## src/rtl/instr_prefetch_queue.sv

```systemverilog
// Sequential instruction prefetcher feeding IF/ID through a DEPTH-entry in-order {pc, instr} queue.
// Latency: a response pushed at edge N is at the head in cycle N+1; redirect empties it at the next edge.
// Backpressure: out_ready low fills the queue; mem_req is withheld until a pop guarantees a free slot.
module instr_prefetch_queue #(
    parameter int          DEPTH    = 4,
    parameter logic [31:0] RESET_PC = 32'h0000_0000
) (
    input  logic        clk,
    input  logic        rst_n,
    input  logic        redirect_valid,
    input  logic [31:0] redirect_pc,
    output logic        mem_req,
    output logic [31:0] mem_addr,
    input  logic        mem_rvalid,
    input  logic [31:0] mem_rdata,
    output logic        out_valid,
    output logic [31:0] out_pc,
    output logic [31:0] out_instr,
    input  logic        out_ready
);
    localparam int PW  = (DEPTH > 1) ? $clog2(DEPTH) : 1;
    localparam int CW  = $clog2(DEPTH + 1);
    localparam int CW1 = CW + 1;

    typedef enum logic [1:0] {ST_IDLE, ST_WAIT, ST_WAIT_DISCARD} state_t;

    state_t        state_q, state_d;
    logic [31:0]   fetch_pc_q, fetch_pc_d;
    logic [CW-1:0] count_q, count_d;
    logic [PW-1:0] rd_ptr_q, rd_ptr_d;
    logic [PW-1:0] wr_ptr_q, wr_ptr_d;
    logic [31:0]   pc_mem_q    [DEPTH];
    logic [31:0]   instr_mem_q [DEPTH];

    logic          resp;
    logic          push;
    logic          pop;
    logic          space;
    logic [CW:0]   count_sum;

    function automatic logic [PW-1:0] ptr_inc(input logic [PW-1:0] p);
        return (p == PW'(DEPTH - 1)) ? '0 : p + PW'(1);
    endfunction

    always_ff @(posedge clk or negedge rst_n) begin
        if (!rst_n) begin
            state_q <= ST_IDLE;
        end else begin
            state_q <= state_d;
        end
    end

    // Redirect needs no explicit arm: mem_req is already low, so WAIT without a
    // response falls into WAIT_DISCARD and every other case lands in IDLE.
    always_comb begin
        state_d = state_q;
        case (state_q)
            ST_IDLE: begin
                if (mem_req) state_d = ST_WAIT;
            end
            ST_WAIT: begin
                if (mem_rvalid)          state_d = mem_req ? ST_WAIT : ST_IDLE;
                else if (redirect_valid) state_d = ST_WAIT_DISCARD;
            end
            ST_WAIT_DISCARD: begin
                if (mem_rvalid) state_d = ST_IDLE;
            end
            default: state_d = ST_IDLE;
        endcase
    end

    // The slot check looks at the occupancy after this cycle's push/pop, so the
    // request issued now always has room for its response.
    always_comb begin
        resp      = (state_q == ST_WAIT) && mem_rvalid;
        push      = resp && !redirect_valid;
        out_valid = (count_q != '0);
        pop       = out_valid && out_ready && !redirect_valid;
        count_sum = {1'b0, count_q} + CW1'(push) - CW1'(pop);
        space     = count_sum < CW1'(DEPTH);
        mem_req   = rst_n && !redirect_valid && space && ((state_q == ST_IDLE) || resp);
        mem_addr  = resp ? fetch_pc_q + 32'd4 : fetch_pc_q;
        out_pc    = out_valid ? pc_mem_q[rd_ptr_q]    : 32'h0;
        out_instr = out_valid ? instr_mem_q[rd_ptr_q] : 32'h0;
    end

    always_comb begin
        fetch_pc_d = fetch_pc_q;
        count_d    = count_sum[CW-1:0];
        rd_ptr_d   = rd_ptr_q;
        wr_ptr_d   = wr_ptr_q;
        if (push) begin
            fetch_pc_d = fetch_pc_q + 32'd4;
            wr_ptr_d   = ptr_inc(wr_ptr_q);
        end
        if (pop) begin
            rd_ptr_d = ptr_inc(rd_ptr_q);
        end
        if (redirect_valid) begin
            fetch_pc_d = redirect_pc & 32'hFFFF_FFFC;
            count_d    = '0;
            rd_ptr_d   = '0;
            wr_ptr_d   = '0;
        end
    end

    always_ff @(posedge clk or negedge rst_n) begin
        if (!rst_n) begin
            fetch_pc_q <= RESET_PC;
            count_q    <= '0;
            rd_ptr_q   <= '0;
            wr_ptr_q   <= '0;
        end else begin
            fetch_pc_q <= fetch_pc_d;
            count_q    <= count_d;
            rd_ptr_q   <= rd_ptr_d;
            wr_ptr_q   <= wr_ptr_d;
        end
    end

    // Storage needs no reset: out_* are masked by count_q until a slot is written.
    always_ff @(posedge clk) begin
        if (push) begin
            pc_mem_q[wr_ptr_q]    <= fetch_pc_q;
            instr_mem_q[wr_ptr_q] <= mem_rdata;
        end
    end

endmodule

```

## config.mk

```make
export PLATFORM = sky130hd
export DESIGN_NAME = instr_prefetch_queue
export DESIGN_NICKNAME = d
export VERILOG_FILES = /design/src/rtl/instr_prefetch_queue.sv
export SDC_FILE = /design/constraint.sdc
export NUM_CORES = 1
export LEC_CHECK = 0
export BUFFER_PORTS_ARGS = -buffer_cell sky130_fd_sc_hd__buf_4
export CAP_MARGIN = 0
export CORE_MARGIN = 4
export CORE_UTILIZATION = 57
export CTS_CLUSTER_DIAMETER = 60
export DETAILED_ROUTE_END_ITERATION = 8
export GPL_TIMING_DRIVEN = 0
export PLACE_DENSITY = 0.82
export SYNTH_ARGS = -nofsm -noshare
export SYNTH_HDL_FRONTEND = slang
export SYNTH_SLANG_ARGS = --single-unit
```

## constraint.sdc

```tcl
create_clock -name clk -period 4.96 [get_ports clk]
set_input_delay 0.992 -clock clk [delete_from_list [all_inputs] [get_ports clk]]
set_output_delay 0.992 -clock clk [all_outputs]
set_load 0.01 [all_outputs]
```

== Yosys cells after proc, flatten, opt, wreduce, memory -nomap -nowiden ==
Memory sizes are Yosys's and may differ from the RTL's.
Index checks and enable logic that the tools add are counted.

* Magnitude comparators: 1
* Reduce and logical (&&, ||, !) cells: 14
* Mux-type cells: 20
* Eq/ne operators: 7
* Add/sub/neg operators: 5

{| class="wikitable"
|+ Operators with widths
! operator !! number
|-
| two-way mux 32 bit || 5
|-
| adder 32 x 3 -> 32 bit (second input constant) || 1
|-
| two-way mux 2 bit || 10
|-
| logical AND 1 bit || 7
|-
| == test 2 bit (second input constant) || 3
|-
| one-hot mux 2 bit (3 select lines) || 1
|-
| adder 2 x 1 -> 2 bit (second input constant) || 2
|-
| adder 3 x 1 -> 4 bit || 1
|-
| less-than comparator 4 x 3 -> 1 bit (second input constant) || 1
|-
| inequality test 2 bit (second input constant) || 2
|-
| nonzero test 2 bit || 2
|-
| subtractor 4 x 1 -> 4 bit || 1
|-
| two-way mux 1 bit || 3
|-
| two-way mux 3 bit || 1
|-
| inequality test 3 bit (second input constant) || 1
|-
| AND reduction 3 bit || 1
|-
| nonzero test 3 bit || 1
|-
| == test 2 x 1 -> 1 bit (second input constant) || 1
|-
| zero test 2 bit || 1
|-
| zero test 1 bit || 1
|-
| logical OR 1 bit || 1
|}

* Flip-flop bits (word level): 41
* RAM bits: 256
* Word-level logic and storage cells: 54
* Memories kept: 2

{| class="wikitable"
|+ Memory list
! name !! depth !! width !! read ports !! clocked after memory_dff !! write ports !! line !! source
|-
| instr_mem_q || 4 || 32 || 1 || 0 || 1 || 33 || <nowiki>logic [31:0] instr_mem_q [DEPTH];</nowiki>
|-
| pc_mem_q || 4 || 32 || 1 || 0 || 1 || 32 || <nowiki>logic [31:0] pc_mem_q [DEPTH];</nowiki>
|}

== Longest topological paths before layout ==
* Depth after elaboration: 11
* Gate-level depth with buffers: 13

== Least setup slack after synthesis ==
No wires, ideal clock.

* Path type: input -> output
* From: input redirect_valid
* To: output mem_req
* Stages on the path: 13
* Required time: 3968 ps
* Path slack: 533 ps
* Arrival: 3435 ps
* Cell sequence: clkbuf_1 > buf_1 > buf_1 > nor2_1 > ha_1 > inv_1 > ha_1 > inv_1 > fa_1 > xor2_1 > a22oi_1 > o22ai_1 > and2_1

* Cells in the longest elaborated chain, start to end: 7
* Elaborated cells between the ends (all ways): 9
* Classes of those cells: 2 x add/sub; 1 x order compare; 6 x reduce/logical

{| class="wikitable"
|+ Ends and longest elaborated chain
! element !! line !! source
|-
| from (decl) || 10 || <nowiki>input logic redirect_valid,</nowiki>
|-
| zero test 1 bit * || 76, 78, 81 ||
|-
| logical AND 1 bit || 76 || <nowiki>push = resp && !redirect_valid;</nowiki>
|-
| adder 3 x 1 -> 4 bit || 79 || <nowiki>count_sum = {1'b0, count_q} + CW1'(push) - CW1'(pop);</nowiki>
|-
| subtractor 4 x 1 -> 4 bit || 79 ||
|-
| less-than comparator 4 x 3 -> 1 bit || 80 || <nowiki>space = count_sum < CW1'(DEPTH);</nowiki>
|-
| logical AND 1 bit * (2 in series) || 81 || <nowiki>mem_req = rst_n && !redirect_valid && space && ((state_q == ST_IDLE) || resp);</nowiki>
|-
| to (decl) || 12 || <nowiki>output logic mem_req,</nowiki>
|}

Every way passes the cells marked *; elsewhere a longest branch is shown, timed or not.

== Worst setup path in the final report ==
* From: input mem_rvalid
* To: output mem_req

* Cells in the longest elaborated chain, start to end: 7
* Elaborated cells between the ends (all ways): 8
* Classes of those cells: 2 x add/sub; 1 x order compare; 5 x reduce/logical

{| class="wikitable"
|+ Ends and longest elaborated chain
! element !! line !! source
|-
| from (decl) || 14 || <nowiki>input logic mem_rvalid,</nowiki>
|-
| logical AND 1 bit * || 75 || <nowiki>resp = (state_q == ST_WAIT) && mem_rvalid;</nowiki>
|-
| logical AND 1 bit || 76 ||
|-
| adder 3 x 1 -> 4 bit || 79 ||
|-
| subtractor 4 x 1 -> 4 bit || 79 ||
|-
| less-than comparator 4 x 3 -> 1 bit || 80 ||
|-
| logical AND 1 bit || 81 ||
|-
| logical AND 1 bit * || 81 ||
|}

Marked as above.

==> flow_summary.yaml <==
power:
  powerDensity_nw_per_um2: 451
  vdd_drop_max_v: 0.000300
  p_leak_nw: 5.20
  power_mw: 6.59
worst_setup_path:
  cp-startpoint: "mem_rvalid"
  worst-path-buf-inv: 6
  r2r-start: "state_q[1]"
  reg2regPathDepth: 13
  critPathCapture: "mem_req"
  cp.arrival_ns: 3.74
  crit_type: "input port to output port"
  slowest_stage: "fa_1"
  path_cells: "buf_4 > nand3b_1 > clkbuf_2 > nor2_4 > inv_1 > ha_1 > inv_1 > ha_1 > inv_1 > fa_1 > xor2_1 > a22oi_1 > o22ai_1 > and2_1 > buf_4"
  end_kind: "output port"
  cp_data_required_time_ns: 3.97
  path_max_fanout: 10
  slowest_delay_ns: 0.43
  cp.depth: 15
  r2r_setup_slack_ns: 1.88
  critPathMostFrequentCell: "inv_1"
  r2r_end: "state_q[0]"
  start_kind: "input port"
  crit_family: "adder cells"
timing:
  post-route-min-period_ns: 4.73
  hold_viol_final: 0
  finalMaxSlewViolations: 0
  finalSetupViolCount: 0
  period_share: 0.954
  tightestPinTransition_ns: 0.762
  max_freq_mhz: 211
  grt_setup_unrepaired: "no"
  slew-limit-headroom: 0.492
  finalClockSkew_ns: 0.0149
die:
  dieArea_sq_um: 23500
  core_sq_um: 20500
  chipHeight_microns: 153
  io_pins: 167
  placementRows: 52
  start_util: 0.588
  die_w_microns: 153
clock_network:
  htreeDepth: 1
  cts_sinks: 287
  numCtsBuffers: 29
  post-cts-setup-buffer-count: 0
  path_clk_slew_ns: 0.06
  cts_tree: "built"
  cts_root_buf: "clkbuf_16"
  worstSkewPairLatency_ns: 0.53
  cts_max_path_buffers: 3
final_layout:
  layout_common_cells: "edfxtp_1, buf_4, and2_1, mux4_2, dfrtp_1"
  syn_to_final_growth_pct: 21.3
  drive_gt1_frac: 0.333
  fillers: 1349
  layout_commonest_cell: "edfxtp_1"
  nets: 975
  num_antenna_cells: 0
  post-route-util: 0.714
detailed_routing:
  drcViolationCount: 0
  drt-initial-drc-count: 773
  first_pass_iters: 5
  vias: 7009
  antenna_left: 0
  wl_per_cell_microns: 21.8
  via_per_inst: 5.91
  drt-total-wl_microns: 25900
global_route:
  grt_use_total: 0.220
  grt_pass1_wl_microns: 40900
  grt_pass1_vias: 7247
  grt.overflow.total: 0
  grt_max_degree: 47
  antenna_found_initial: 0
yosys:
  synth_area_sq_um: 12100
  yosysUniqueCellTypes: 53
  synth_ff_type: "edfxtp_1"
  ys_warn_count: 0
  ys_async_sr_fraction: 0.136
  synth_edf_count: 248
  yosys_register_bits: 287
  syn_area_per_cell_sq_um: 17.2
  synth_cells: 699
  yosysSeqAreaShare: 0.699
place:
  place_congestion: 0.853
  place_hpwl_microns: 16900
  numPortBuffers: 160
min_path:
  hold_class: "input port to async pin"
job:
  cap_violations: 0
outcome:
  status: "finished, final reports clean"
-- worst min path at each step --
stage | to | depth (start not counted)
after global routing | fetch_pc_q[16] | 1
after detailed placement | pc_mem_q[1][26] | 0
after floorplan | pc_mem_q[0][11] | 0
after CTS | fetch_pc_q[12] | 1
final | fetch_pc_q[21] | 1
after global placement | pc_mem_q[1][26] | 0
-- cells by family after synthesis --
| kind of cell | share of synthesized area |
|---|---|
| XOR/XNOR | 0.0153 |
| buffers and inverters | 0.0209 |
| flip-flops | 0.699 |
| other | 0.000311 |
| adder cells (fa/ha/maj) | 0.0120 |
| AO/OA/AOI/OAI | 0.0283 |
| AND/OR/NAND/NOR | 0.0967 |
| multiplexers | 0.128 |
-- worst register-to-register path: cells and delay by family (launching register included) --
| kind | cells | cell delay [ns] |
|---|---|---|
| AO/OA/AOI/OAI | 3 | 0.56 |
| XOR/XNOR | 1 | 0.19 |
| adder cells (fa/ha/maj) | 3 | 0.89 |
| buffers and inverters | 4 | 0.47 |
| flip-flops | 1 | 0.43 |
| AND/OR/NAND/NOR | 2 | 0.43 |
-- per-layer routing --
layer,vias to the layer above,share of wire,wire length [microns],GRT usage
met5,-,0,0,0
met4,0,0.021,539,0.0580
met3,48,0.085,2190,0.0382
met2,353,0.48,12500,0.348
met1,3486,0.41,10700,0.325
li1,3122,-,-,-
-- state kept, by name, summed over array words and instances (netlist names) --
signal	cells
count_q	3
instr_mem_q	128
wr_ptr_q	2
state_q	2
rd_ptr_q	2
fetch_pc_q	30
pc_mem_q	120
-- power by group --
| part | switching (mW) | total [mW] | internal [mW] | leakage (nW) |
|---|---|---|---|---|
| clock network | 0.852 | 2.07 | 1.22 | 0.436 |
| logic | 0.828 | 1.68 | 0.850 | 2.06 |
| registers | 0.0961 | 2.84 | 2.74 | 2.70 |
-- layout make-up --
class,count,area (sq um),share of cell area
Buffer,38,185,0.0127
Clock buffer,37,756,0.0517
Clock inverter,15,144,0.00984
Inverter,17,63.8,0.00436
Multi-Input combinational cell,358,3410,0.233
Sequential cell,287,8420,0.576
Tap cell,270,338,0.0231
Timing Repair Buffer,164,1300,0.0892
-- what timing repair did --
| item | CTS | global route |
|---|---|---|
| pin swaps | 0 | 0 |
| setup endpoints to repair | 1 | 1 |
| hold buffers | 0 | 0 |
| gates resized for setup | 2 | 4 |
| endpoints found under the hold margin | 0 | 0 |
-- synth_stat cells, drive strengths merged (3+ instances only) --
library cell / count / area [sq um]
o211ai: 4 / 30.0
dfrtp: 39 / 976
xnor2: 11 / 96.3
xor2: 10 / 87.6
clkbuf: 21 / 78.8
or2: 3 / 18.8
edfxtp: 248 / 7450
mux2: 12 / 135
o31ai: 11 / 82.6
or4: 6 / 60.1
nand2: 29 / 109
and4: 6 / 53.8
nor2b: 8 / 50.1
nand3: 16 / 80.1
a221o: 4 / 40.0
a22oi: 4 / 30.0
or3: 7 / 43.8
mux4: 62 / 1400
buf: 19 / 109
a31oi: 9 / 56.3
a21oi: 7 / 35.0
nand4: 7 / 58.8
ha: 10 / 125
nor4: 9 / 62.6
inv: 17 / 63.8
nor2: 23 / 86.3
nor3: 7 / 35.0
and2: 69 / 432
-- stage by stage --
stage | setup slack, ns | setup TNS, ns | hold slack [ns] | area, sq um | instances
6_report | 0.227 | 0 | 0.449 | 14600 | 1186
3_3_place_gp | -0.368 | -3.00 | 0.558 | 13600 | 1132
3_5_place_dp | -0.509 | -0.509 | 0.590 | 13700 | 1136
5_1_grt | 0.0120 | 0 | 0.469 | 14600 | 1186
2_1_floorplan | 0.533 | 0 | 0.507 | 12100 | 702
4_1_cts | 0.0370 | 0 | 0.458 | 14600 | 1187
(Power assumes the default switching activity.)
